### src/rtl/mmcm_drp_sequencer.sv
// MMCM run-time reconfiguration: holds the MMCM in reset, applies masked DRP
// read-modify-writes from a cfg stream, then releases reset and waits for lock.
module mmcm_drp_sequencer #(
    parameter int unsigned RST_CYCLES   = 8,
    parameter int unsigned DRDY_TIMEOUT = 255,
    parameter int unsigned LOCK_TIMEOUT = 65535
) (
    input  logic        sys_clk,
    input  logic        sys_rst,
    input  logic        cfg_valid,
    output logic        cfg_ready,
    input  logic [6:0]  cfg_addr,
    input  logic [15:0] cfg_mask,
    input  logic [15:0] cfg_data,
    input  logic        cfg_last,
    output logic [6:0]  drp_addr,
    output logic        drp_en,
    output logic        drp_we,
    output logic [15:0] drp_di,
    input  logic [15:0] drp_do,
    input  logic        drp_rdy,
    output logic        mmcm_rst,
    input  logic        mmcm_locked,
    output logic        busy,
    output logic        done,
    output logic        error,
    output logic [1:0]  err_code
);

    localparam int unsigned MaxA   = (RST_CYCLES > DRDY_TIMEOUT) ? RST_CYCLES : DRDY_TIMEOUT;
    localparam int unsigned CntMax = (MaxA > LOCK_TIMEOUT) ? MaxA : LOCK_TIMEOUT;
    localparam int unsigned CntW   = $clog2(CntMax + 1);

    typedef enum logic [3:0] {
        StIdle, StAssertRst, StWaitEntry, StRd, StRdWait, StWr, StWrWait,
        StRelease, StWaitLock, StDone, StError
    } state_t;

    state_t            state_q, state_d;
    logic [CntW-1:0]   cnt_q, cnt_d;
    logic [6:0]        addr_q, addr_d;
    logic [15:0]       mask_q, mask_d;
    logic [15:0]       data_q, data_d;
    logic              last_q, last_d;
    logic [15:0]       di_q, di_d;
    logic              rst_q, rst_d;
    logic              done_q, done_d;
    logic              error_q, error_d;
    logic [1:0]        code_q, code_d;

    always_ff @(posedge sys_clk or posedge sys_rst) begin
        if (sys_rst) begin
            state_q <= StIdle;
            cnt_q   <= '0;
            addr_q  <= '0;
            mask_q  <= '0;
            data_q  <= '0;
            last_q  <= 1'b0;
            di_q    <= '0;
            rst_q   <= 1'b0;
            done_q  <= 1'b0;
            error_q <= 1'b0;
            code_q  <= '0;
        end else begin
            state_q <= state_d;
            cnt_q   <= cnt_d;
            addr_q  <= addr_d;
            mask_q  <= mask_d;
            data_q  <= data_d;
            last_q  <= last_d;
            di_q    <= di_d;
            rst_q   <= rst_d;
            done_q  <= done_d;
            error_q <= error_d;
            code_q  <= code_d;
        end
    end

    always_comb begin
        state_d   = state_q;
        cnt_d     = cnt_q + 1'b1;
        addr_d    = addr_q;
        mask_d    = mask_q;
        data_d    = data_q;
        last_d    = last_q;
        di_d      = di_q;
        error_d   = error_q;
        code_d    = code_q;
        cfg_ready = 1'b0;
        drp_en    = 1'b0;
        drp_we    = 1'b0;

        case (state_q)
            StIdle: begin
                if (cfg_valid) begin
                    state_d = StAssertRst;
                    error_d = 1'b0;
                    code_d  = 2'd0;
                end
            end
            StAssertRst: begin
                if (cnt_q == CntW'(RST_CYCLES - 1)) state_d = StWaitEntry;
            end
            StWaitEntry: begin
                cfg_ready = 1'b1;
                if (cfg_valid) begin
                    // drp_addr moves on the same edge the read strobe rises
                    addr_d  = cfg_addr;
                    mask_d  = cfg_mask;
                    data_d  = cfg_data;
                    last_d  = cfg_last;
                    state_d = StRd;
                end
            end
            StRd: begin
                drp_en  = 1'b1;
                state_d = StRdWait;
            end
            StRdWait: begin
                if (drp_rdy) begin
                    di_d    = (drp_do & ~mask_q) | (data_q & mask_q);
                    state_d = StWr;
                end else if (cnt_q == CntW'(DRDY_TIMEOUT)) begin
                    state_d = StError;
                    code_d  = 2'd1;
                end
            end
            StWr: begin
                drp_en  = 1'b1;
                drp_we  = 1'b1;
                state_d = StWrWait;
            end
            StWrWait: begin
                if (drp_rdy) begin
                    state_d = last_q ? StRelease : StWaitEntry;
                end else if (cnt_q == CntW'(DRDY_TIMEOUT)) begin
                    state_d = StError;
                    code_d  = 2'd1;
                end
            end
            StRelease: state_d = StWaitLock;
            StWaitLock: begin
                if (mmcm_locked) begin
                    state_d = StDone;
                end else if (cnt_q == CntW'(LOCK_TIMEOUT)) begin
                    state_d = StError;
                    code_d  = 2'd2;
                end
            end
            StDone:  state_d = StIdle;
            StError: state_d = StIdle;
            default: state_d = StIdle;
        endcase

        // every wait/count state starts from zero on entry
        if (state_d != state_q) cnt_d = '0;
        if (state_d == StError) error_d = 1'b1;

        // registered from next state so mmcm_rst and done are glitch-free
        rst_d  = (state_d == StAssertRst) || (state_d == StWaitEntry) || (state_d == StRd) ||
                 (state_d == StRdWait) || (state_d == StWr) || (state_d == StWrWait);
        done_d = (state_d == StDone) || (state_d == StError);
    end

    assign drp_addr = addr_q;
    assign drp_di   = di_q;
    assign mmcm_rst = rst_q;
    assign busy     = (state_q != StIdle);
    assign done     = done_q;
    assign error    = error_q;
    assign err_code = code_q;

endmodule
### config.mk
export PLATFORM = sky130hd
export DESIGN_NAME = mmcm_drp_sequencer
export DESIGN_NICKNAME = d
export VERILOG_FILES = /design/src/rtl/mmcm_drp_sequencer.sv
export SDC_FILE = /design/constraint.sdc
export NUM_CORES = 1
export LEC_CHECK = 0
export CAP_MARGIN = 40
export CORE_MARGIN = 1.5
export CORE_UTILIZATION = 50
export CTS_BUF_LIST = sky130_fd_sc_hd__clkbuf_2 sky130_fd_sc_hd__clkbuf_4 sky130_fd_sc_hd__clkbuf_8
export DETAILED_ROUTE_END_ITERATION = 8
export PLACE_DENSITY = 0.8
export SKIP_LAST_GASP = 1
export SLEW_MARGIN = 20
export SYNTH_ARGS = -nofsm -noshare
export SYNTH_HDL_FRONTEND = slang
export SYNTH_SLANG_ARGS = --single-unit
### constraint.sdc
create_clock -name sys_clk -period 9.1 [get_ports sys_clk]
set_input_delay 2.73 -clock sys_clk [delete_from_list [all_inputs] [get_ports sys_clk]]
set_output_delay 2.73 -clock sys_clk [all_outputs]
set_load 0.02 [all_outputs]
### Yosys cells after proc, flatten, opt, wreduce, memory -nomap -nowiden

Cells that the tools add are included.

* add/subtract/negate cells: 1
* equality and inequality tests: 25
* muxes and demuxes: 23
* bitwise gates (word level): 4
* reduce and logical (&&, ||, !) cells: 17

Operators with widths (number)
* $pmux 4 s9: 1
* $and 16x16->16: 2
* $mux 4: 8
* $eq 4x3->1 const B: 7
* $add 16x1->16 const B: 1
* $eq 16x16->1 const B: 1
* $eq 16x3->1 const B: 1
* $eq 16x8->1 const B: 1
* $eq 4x2->1 const B: 4
* $mux 16: 1
* $not 16->16: 1
* $or 16x16->16: 1
* $eq 4x4->1 const B: 3
* $mux 2: 5
* $eq 4x1->1 const B: 2
* $ne 2x2->1 const B: 4
* $logic_or 1x1->1: 6
* $mux 1: 6
* $pmux 2 s3: 1
* $reduce_and 2->1: 3
* $reduce_and 6->1: 1
* $logic_not 4->1: 1
* $ne 4x4->1: 1
* $reduce_bool 2->1: 2
* other kinds (5): 6

* register bits: 81
* output and inout port bits: 32
* logic and storage cells: 81

### Depth between registers and ports, before layout

Gate-level depths: netlist of run 1.

* depth after elaboration: 10
* gate-level depth with buffers: 7

### Worst setup path after synthesis of run 1

No wires, ideal clock.

* path kind: input -> register
* from: in cfg_valid
* to: reg cnt_q[11]
* setup time: 0.080 ns
* arrival: 4.082 ns
* slack: 4.937 ns
* stages: 5
* path buffers: 1
* path through: a22o_1 > or3_1 > a2111o_1 > buf_6 > nor3_2

* cells in the longest elaborated chain, start to end: 4
* elaborated cells on any way between the ends: 5
* classes of those cells: eq/ne (1); mux (4)

Ends and longest elaborated chain
* start: declaration: RTL line 10 `input logic cfg_valid,`
* $mux 4 (on tied branches): RTL line 106, 95
* $pmux 4 s9 (*): RTL line 93 `case (state_q)`
* $ne 4x4->1 (*): RTL line 156 `if (state_d != state_q) cnt_d = '0;`
* $mux 16 (*): RTL line 156
* via cnt_d[11]: RTL line 40 `logic [CntW-1:0] cnt_q, cnt_d;`
* end signal: assignment: RTL line 66 `cnt_q <= cnt_d;`
* end: declaration: RTL line 40

Mark *: on every way through the listed nets, which the timed path passes. The rest lies on a longest branch.
A chain may end at the register's enable or synchronous reset.

### Worst setup path in the final report of run 1

* from: reg state_q[0]
* to: out cfg_ready

* cells in the longest elaborated chain, start to end: 2

Ends and longest elaborated chain
* start: declaration: RTL line 39 `state_t state_q, state_d;`
* start signal: assignment: RTL line 53 `state_q <= StIdle;`
* start signal: assignment: RTL line 65 `state_q <= state_d;`
* $eq 4x2->1: RTL line 93
* $mux 1: RTL line 93
* end: declaration: RTL line 11 `output logic cfg_ready,`

Every way passes these cells.

==> flow_metrics.tcl, run 1 <==
set metrics [dict create \
    final_common_cell "clkdlybuf4s50_1" \
    hpwl_um 5796 \
    p_leak_nw 2.101 \
    p_seq_share_pct 41.1 \
    wire_per_inst_um 15.96 \
    cts-buffers-inserted 9 \
    avgSynthCellArea_um2 11.30 \
    row_count 31 \
    cts_root_buf "clkbuf_8" \
    track_usage_pct 22.42 \
    dr_wl_met2_um 4070 \
    cts_sinks 81 \
    clk-insertion-delay-late_ns 0.36 \
    worst_pin_slew_ns 0.8151 \
    first_pass_iters 4 \
    whs_path_depth 1 \
    synth-main-ff-cell "dfrtp_1" \
    yosys_warnings 0 \
    critPathMaxFanout 16 \
    swShare_pct 36.61 \
    max_slew_margin_pct 44.94 \
    layout_min_cycle_time_ns 4.797 \
    grt_pass1_wl_um 13480 \
    drv_cap 0 \
    h-tree-depth 3 \
    synth_seq_area_share_pct 54.36 \
    fillCellCount 555 \
    rsz0062_at_grt "no" \
    postRouteAntennaNets 0 \
    ys_seq_elements 81 \
    ctsResizeCount 0 \
    timing.final.crit_share_pct 52.72 \
    worst_clock_skew_ns 0.009381 \
    antenna_found_initial 0 \
    cts_buffer_depth 2 \
    fin_total_pwr_mw 1.473 \
    antennaDiodeCount 0 \
    ys_async_sr_fraction_pct 100.0 \
    grt.overflow.total 0 \
    cts_tree "done" \
    r2r_cells 5 \
    die_w_um 89.36 \
    met1_length_um 3590 \
    hp-class "reg -> reg" \
    clk_pin_slew_ns 0.09 \
    syn_area_um2 3729 \
    cp-start-kind "register" \
    power_density_nw_per_um2 296.1 \
    dieArea_um2 7984 \
    place_congestion 0.8782 \
    drt_iter0_drc 187 \
    syn-instance-count 330 \
    highest_layer "met4" \
    vias 2868 \
    grt_start_max_net_pins 43 \
    criticalPathCategory "reg -> out" \
    routed_via_density 5.452 \
    switching_power_mw 0.5391 \
    finalSetupTns_ns 0 \
    initial_utilization_pct 51.68 \
    max_freq_mhz 208.5 \
    worstSetupEndpointType "output port" \
    finalHoldViolCount 0 \
    critPathRequiredTime_ns 6.37 \
    die_h_um 89.36 \
    outcome "complete, no violations" \
    synth_fp_nets 392 \
    setup_viol 0 \
    final_nets 484 \
    hold_buffers 0 \
    share_comb_of_total_power_pct 40.3 \
    wirelength_um 8394 \
    core_area_um2 7214 \
    slew_viol_final 0 \
    p_int_mw 0.9334 \
    grt_pass1_vias 2807 \
    wl_met3_um 586 \
    final_cell_mix "clkdlybuf4s50_1 (92), dfrtp_1 (81), mux2_2 (40), nor2_1 (34)" \
    synth_cell_types 45 \
    vdd_drop_max_uv 145.2 \
    port_buffers 92 \
    ios 93 \
    layout-drive-gt1-share_pct 16.39 \
    synth-edff-count 0 \
    drc_errors 0 \
    clkPwrFrac_pct 18.6 \
    post_cts_buffers 0 \
    area_growth_pct 33.39 \
    critPathArrivalTime_ns 2.07 \
]
sequential cells by signal, indices dropped and copies added, names as in the netlist:
name,cells
cnt_q,16
data_q,16
drp_di,16
mask_q,16
drp_addr,7
state_q,4
err_code,2
done,1
error,1
last_q,1
mmcm_rst,1
cells in the mapped netlist (all sizes together) (2+ instances only):
| cell | number | area [µm²] |
|---|---|---|
| a2111oi | 2 | 17.52 |
| a21oi | 19 | 95.09 |
| a22o | 2 | 17.52 |
| a31oi | 3 | 18.77 |
| and2 | 2 | 12.51 |
| and4 | 4 | 35.03 |
| buf | 8 | 43.79 |
| clkbuf | 7 | 26.28 |
| dfrtp | 81 | 2027 |
| inv | 9 | 33.78 |
| mux2 | 40 | 450.4 |
| mux2i | 16 | 160.2 |
| nand2 | 19 | 71.32 |
| nand2b | 2 | 12.51 |
| nand3 | 8 | 40.04 |
| nand4 | 10 | 62.56 |
| nor2 | 34 | 127.6 |
| nor2b | 2 | 12.51 |
| nor3 | 16 | 95.09 |
| nor4 | 4 | 25.02 |
| nor4b | 3 | 32.53 |
| o21a | 2 | 15.01 |
| o21ai | 5 | 25.02 |
| o21bai | 2 | 15.01 |
| or2 | 2 | 12.51 |
| xnor2 | 11 | 96.34 |
| xor2 | 4 | 35.03 |
cell families (layout without fill, tap and decap cells):
kind of cell / count (synthesis) / in the layout / synth area share [%]
and+or+nand+nor: 111 / 111 / 15.50
buffers and inverters: 24 / 121 / 2.785
xor gates and xnor gates: 15 / 15 / 3.523
DFF: 81 / 81 / 54.36
muxes: 56 / 56 / 16.38
adders and majority gates: 1 / 1 / 0.3355
AOI/OAI and AO/OA: 42 / 42 / 7.114
through the flow:
step	worst slack [ns]	hold slack [ns]	instances	cell area, µm²	utilization, %
floorplan	4.290	0.4792	330	3729	-
global placement	4.170	0.4770	508	4730	65.56
detailed placement	4.110	0.4847	510	4770	66.11
CTS	4.293	0.5037	526	4974	68.94
global route	4.215	0.5230	526	4974	68.94
finish	4.303	0.5005	526	4974	68.94
per-layer routing:
layer / vias up / global-route usage [%]
met5: - / 0
met4: 0 / 10.07
met3: 15 / 6.833
met2: 104 / 34.38
met1: 1390 / 29.45
li1: 1359 / -
critical path, cell delays in order (launching register included):
cell,delay [ns]
dfrtp_1,0.55
nor3_1,0.39
and2_1,0.17
clkdlybuf4s50_1,0.59
path summary, 6_finish.rpt:
check / from / end / slack, ns
max: state_q[0] / cfg_ready / 4.30
min in group asynchronous: sys_rst / data_q[5] / 2.80
max in group asynchronous: sys_rst / cnt_q[4] / 5.68
max reg2reg: state_q[1] / cnt_q[0] / 6.60
min: err_code[0] / err_code[0] / 0.50
min reg2reg: err_code[0] / err_code[0] / 0.50
cell type report:
| type | count | area [µm²] | share of cell area (%) |
|---|---|---|---|
| Sequential cell | 81 | 2027 | 40.75 |
| Multi-Input combinational cell | 225 | 1608 | 32.33 |
| Timing Repair Buffer | 96 | 975.9 | 19.62 |
| Clock buffer | 11 | 138.9 | 2.792 |
| Tap cell | 99 | 123.9 | 2.491 |
| Clock inverter | 5 | 65.06 | 1.308 |
| Inverter | 9 | 35.03 | 0.7044 |
power by group through the flow:
stage	combinational, mW	clock, mW	sequential [mW]
floorplan	0.340	0	0.637
global placement	0.575	0	0.602
detailed placement	0.595	0	0.610
CTS	0.601	0.280	0.605
global route	0.641	0.293	0.624
finish	0.593	0.274	0.605
Note: power is estimated with default switching activity, not from simulation.
==> run 2: changes to the inputs <==
clock period = 4.6 ns   (was 9.1 ns; I/O delays follow)
==> run 2 against run 1 <==
Against the previous run: utilization hardly changed; sequential share of layout area hardly changed; flip-flop and latch count stayed put; largest power group unchanged; highest routed layer unchanged.
==> flow_metrics.tcl, run 2 (synthesized netlist as in run 1, its figures left out) <==
set metrics [dict create \
    outcome "complete, no violations" \
    finalSetupTns_ns 0 \
    rr_endpoint "cnt_q[3]" \
    rsz0062_at_grt "no" \
    fin_total_pwr_mw 2.974 \
    clk-insertion-delay-late_ns 0.35 \
    layout_min_cycle_time_ns 3.486 \
    dieArea_um2 7984 \
    row_count 31 \
    final_common_cell "clkdlybuf4s50_1" \
    die_h_um 89.36 \
    critPathLaunch "state_q[1]" \
    drv_cap 0 \
    vias 2857 \
    clk_pin_slew_ns 0.08 \
    ctsResizeCount 0 \
    worstSetupEndpointType "output port" \
    vdd_drop_max_uv 373.6 \
    max_freq_mhz 286.8 \
    initial_utilization_pct 51.68 \
    routed_via_density 5.452 \
    hold_buffers 0 \
    antennaDiodeCount 0 \
    wirelength_um 8365 \
    critPathArrivalTime_ns 2.11 \
    cp-start-kind "register" \
    track_usage_pct 22.61 \
    grt_pass1_vias 2883 \
    timing.rr.start "state_q[1]" \
    grt_pass1_wl_um 13550 \
    antenna_found_initial 0 \
    finalHoldViolCount 0 \
    final_nets 484 \
    p_leak_nw 2.107 \
    core_area_um2 7214 \
    criticalPathCategory "reg -> out" \
    postRouteAntennaNets 0 \
    hp-class "reg -> reg" \
    r2r_setup_slack_ns 2.06 \
    setup_ws_ns 1.114 \
    timing.final.crit_share_pct 75.79 \
    cts-buffers-inserted 9 \
    final_cell_mix "clkdlybuf4s50_1 (92), dfrtp_1 (81), mux2_2 (40), nor2_1 (34)" \
    r2r_cells 5 \
    place_congestion 0.8769 \
    cp-endpoint "drp_en" \
    slew_viol_final 0 \
    hpwl_um 5871 \
    ios 93 \
    wire_per_inst_um 15.96 \
    first_pass_iters 4 \
    post_cts_buffers 0 \
    cts_buffer_depth 2 \
    power_density_nw_per_um2 598.1 \
    critPathRequiredTime_ns 3.22 \
    place_ws_ns 0.9580 \
    layout-drive-gt1-share_pct 16.00 \
    grt.overflow.total 0 \
    die_w_um 89.36 \
    port_buffers 92 \
    cts_sinks 81 \
    h-tree-depth 3 \
    grt_start_max_net_pins 41 \
    worst_pin_slew_ns 0.7694 \
    cts_tree "done" \
    setup_viol 0 \
    area_growth_pct 33.36 \
    drc_errors 0 \
    max_slew_margin_pct 48.03 \
    critPathMaxFanout 19 \
    cts_root_buf "clkbuf_8" \
    drt_iter0_drc 168 \
    worst_clock_skew_ns 0.01323 \
]
[run 2: through the flow]
stage                     cell area [µm²]  utilization [%]  std cells  hold WS, ns
after CTS                            4972            68.92        524       0.5150
after global placement               4745            65.76        510       0.4750
after detailed placement             4745            65.76        510       0.4956
final                                4972            68.92        524       0.5105
after floorplan                      3729                -        330       0.4792
after global routing                 4972            68.92        524       0.5285
[run 2: where the power goes]
group / leakage, nW / internal, mW / switching [mW]
sequential: 1.01 / 0.984 / 0.216
combinational: 0.978 / 0.590 / 0.584
clock: 0.116 / 0.356 / 0.244
[run 2: layer usage]
layer	share of wire [%]	global-route usage (%)
met5	0	0
met4	2.3	8.951
met2	49	35.95
met1	42	29.06
met3	6.7	6.925
[run 2: critical path, stage by stage (launching register included)]
cell and delay, ns:
dfrtp_1 0.73, xnor2_1 0.16, nor2_1 0.20, clkdlybuf4s50_1 0.67
[run 2: final cells by class]
type | instances | area (µm²)
clock buffer | 9 | 123.9
clock inverter | 5 | 103.9
fill | 572 | 2242
inverter | 9 | 35.03
multi-input combinational | 225 | 1608
sequential | 81 | 2027
tap | 99 | 123.9
timing repair buffer | 96 | 950.9
[run 2: worst min-delay path by stage]
stage                      from  cells after the start     endpoint
floorplan             data_q[0]                      1    data_q[0]
global placement    err_code[0]                      1  err_code[0]
detailed placement  drp_addr[6]                      1  drp_addr[6]
CTS                 drp_addr[6]                      1  drp_addr[6]
global route         data_q[11]                      1   data_q[11]
finish              drp_addr[6]                      1  drp_addr[6]
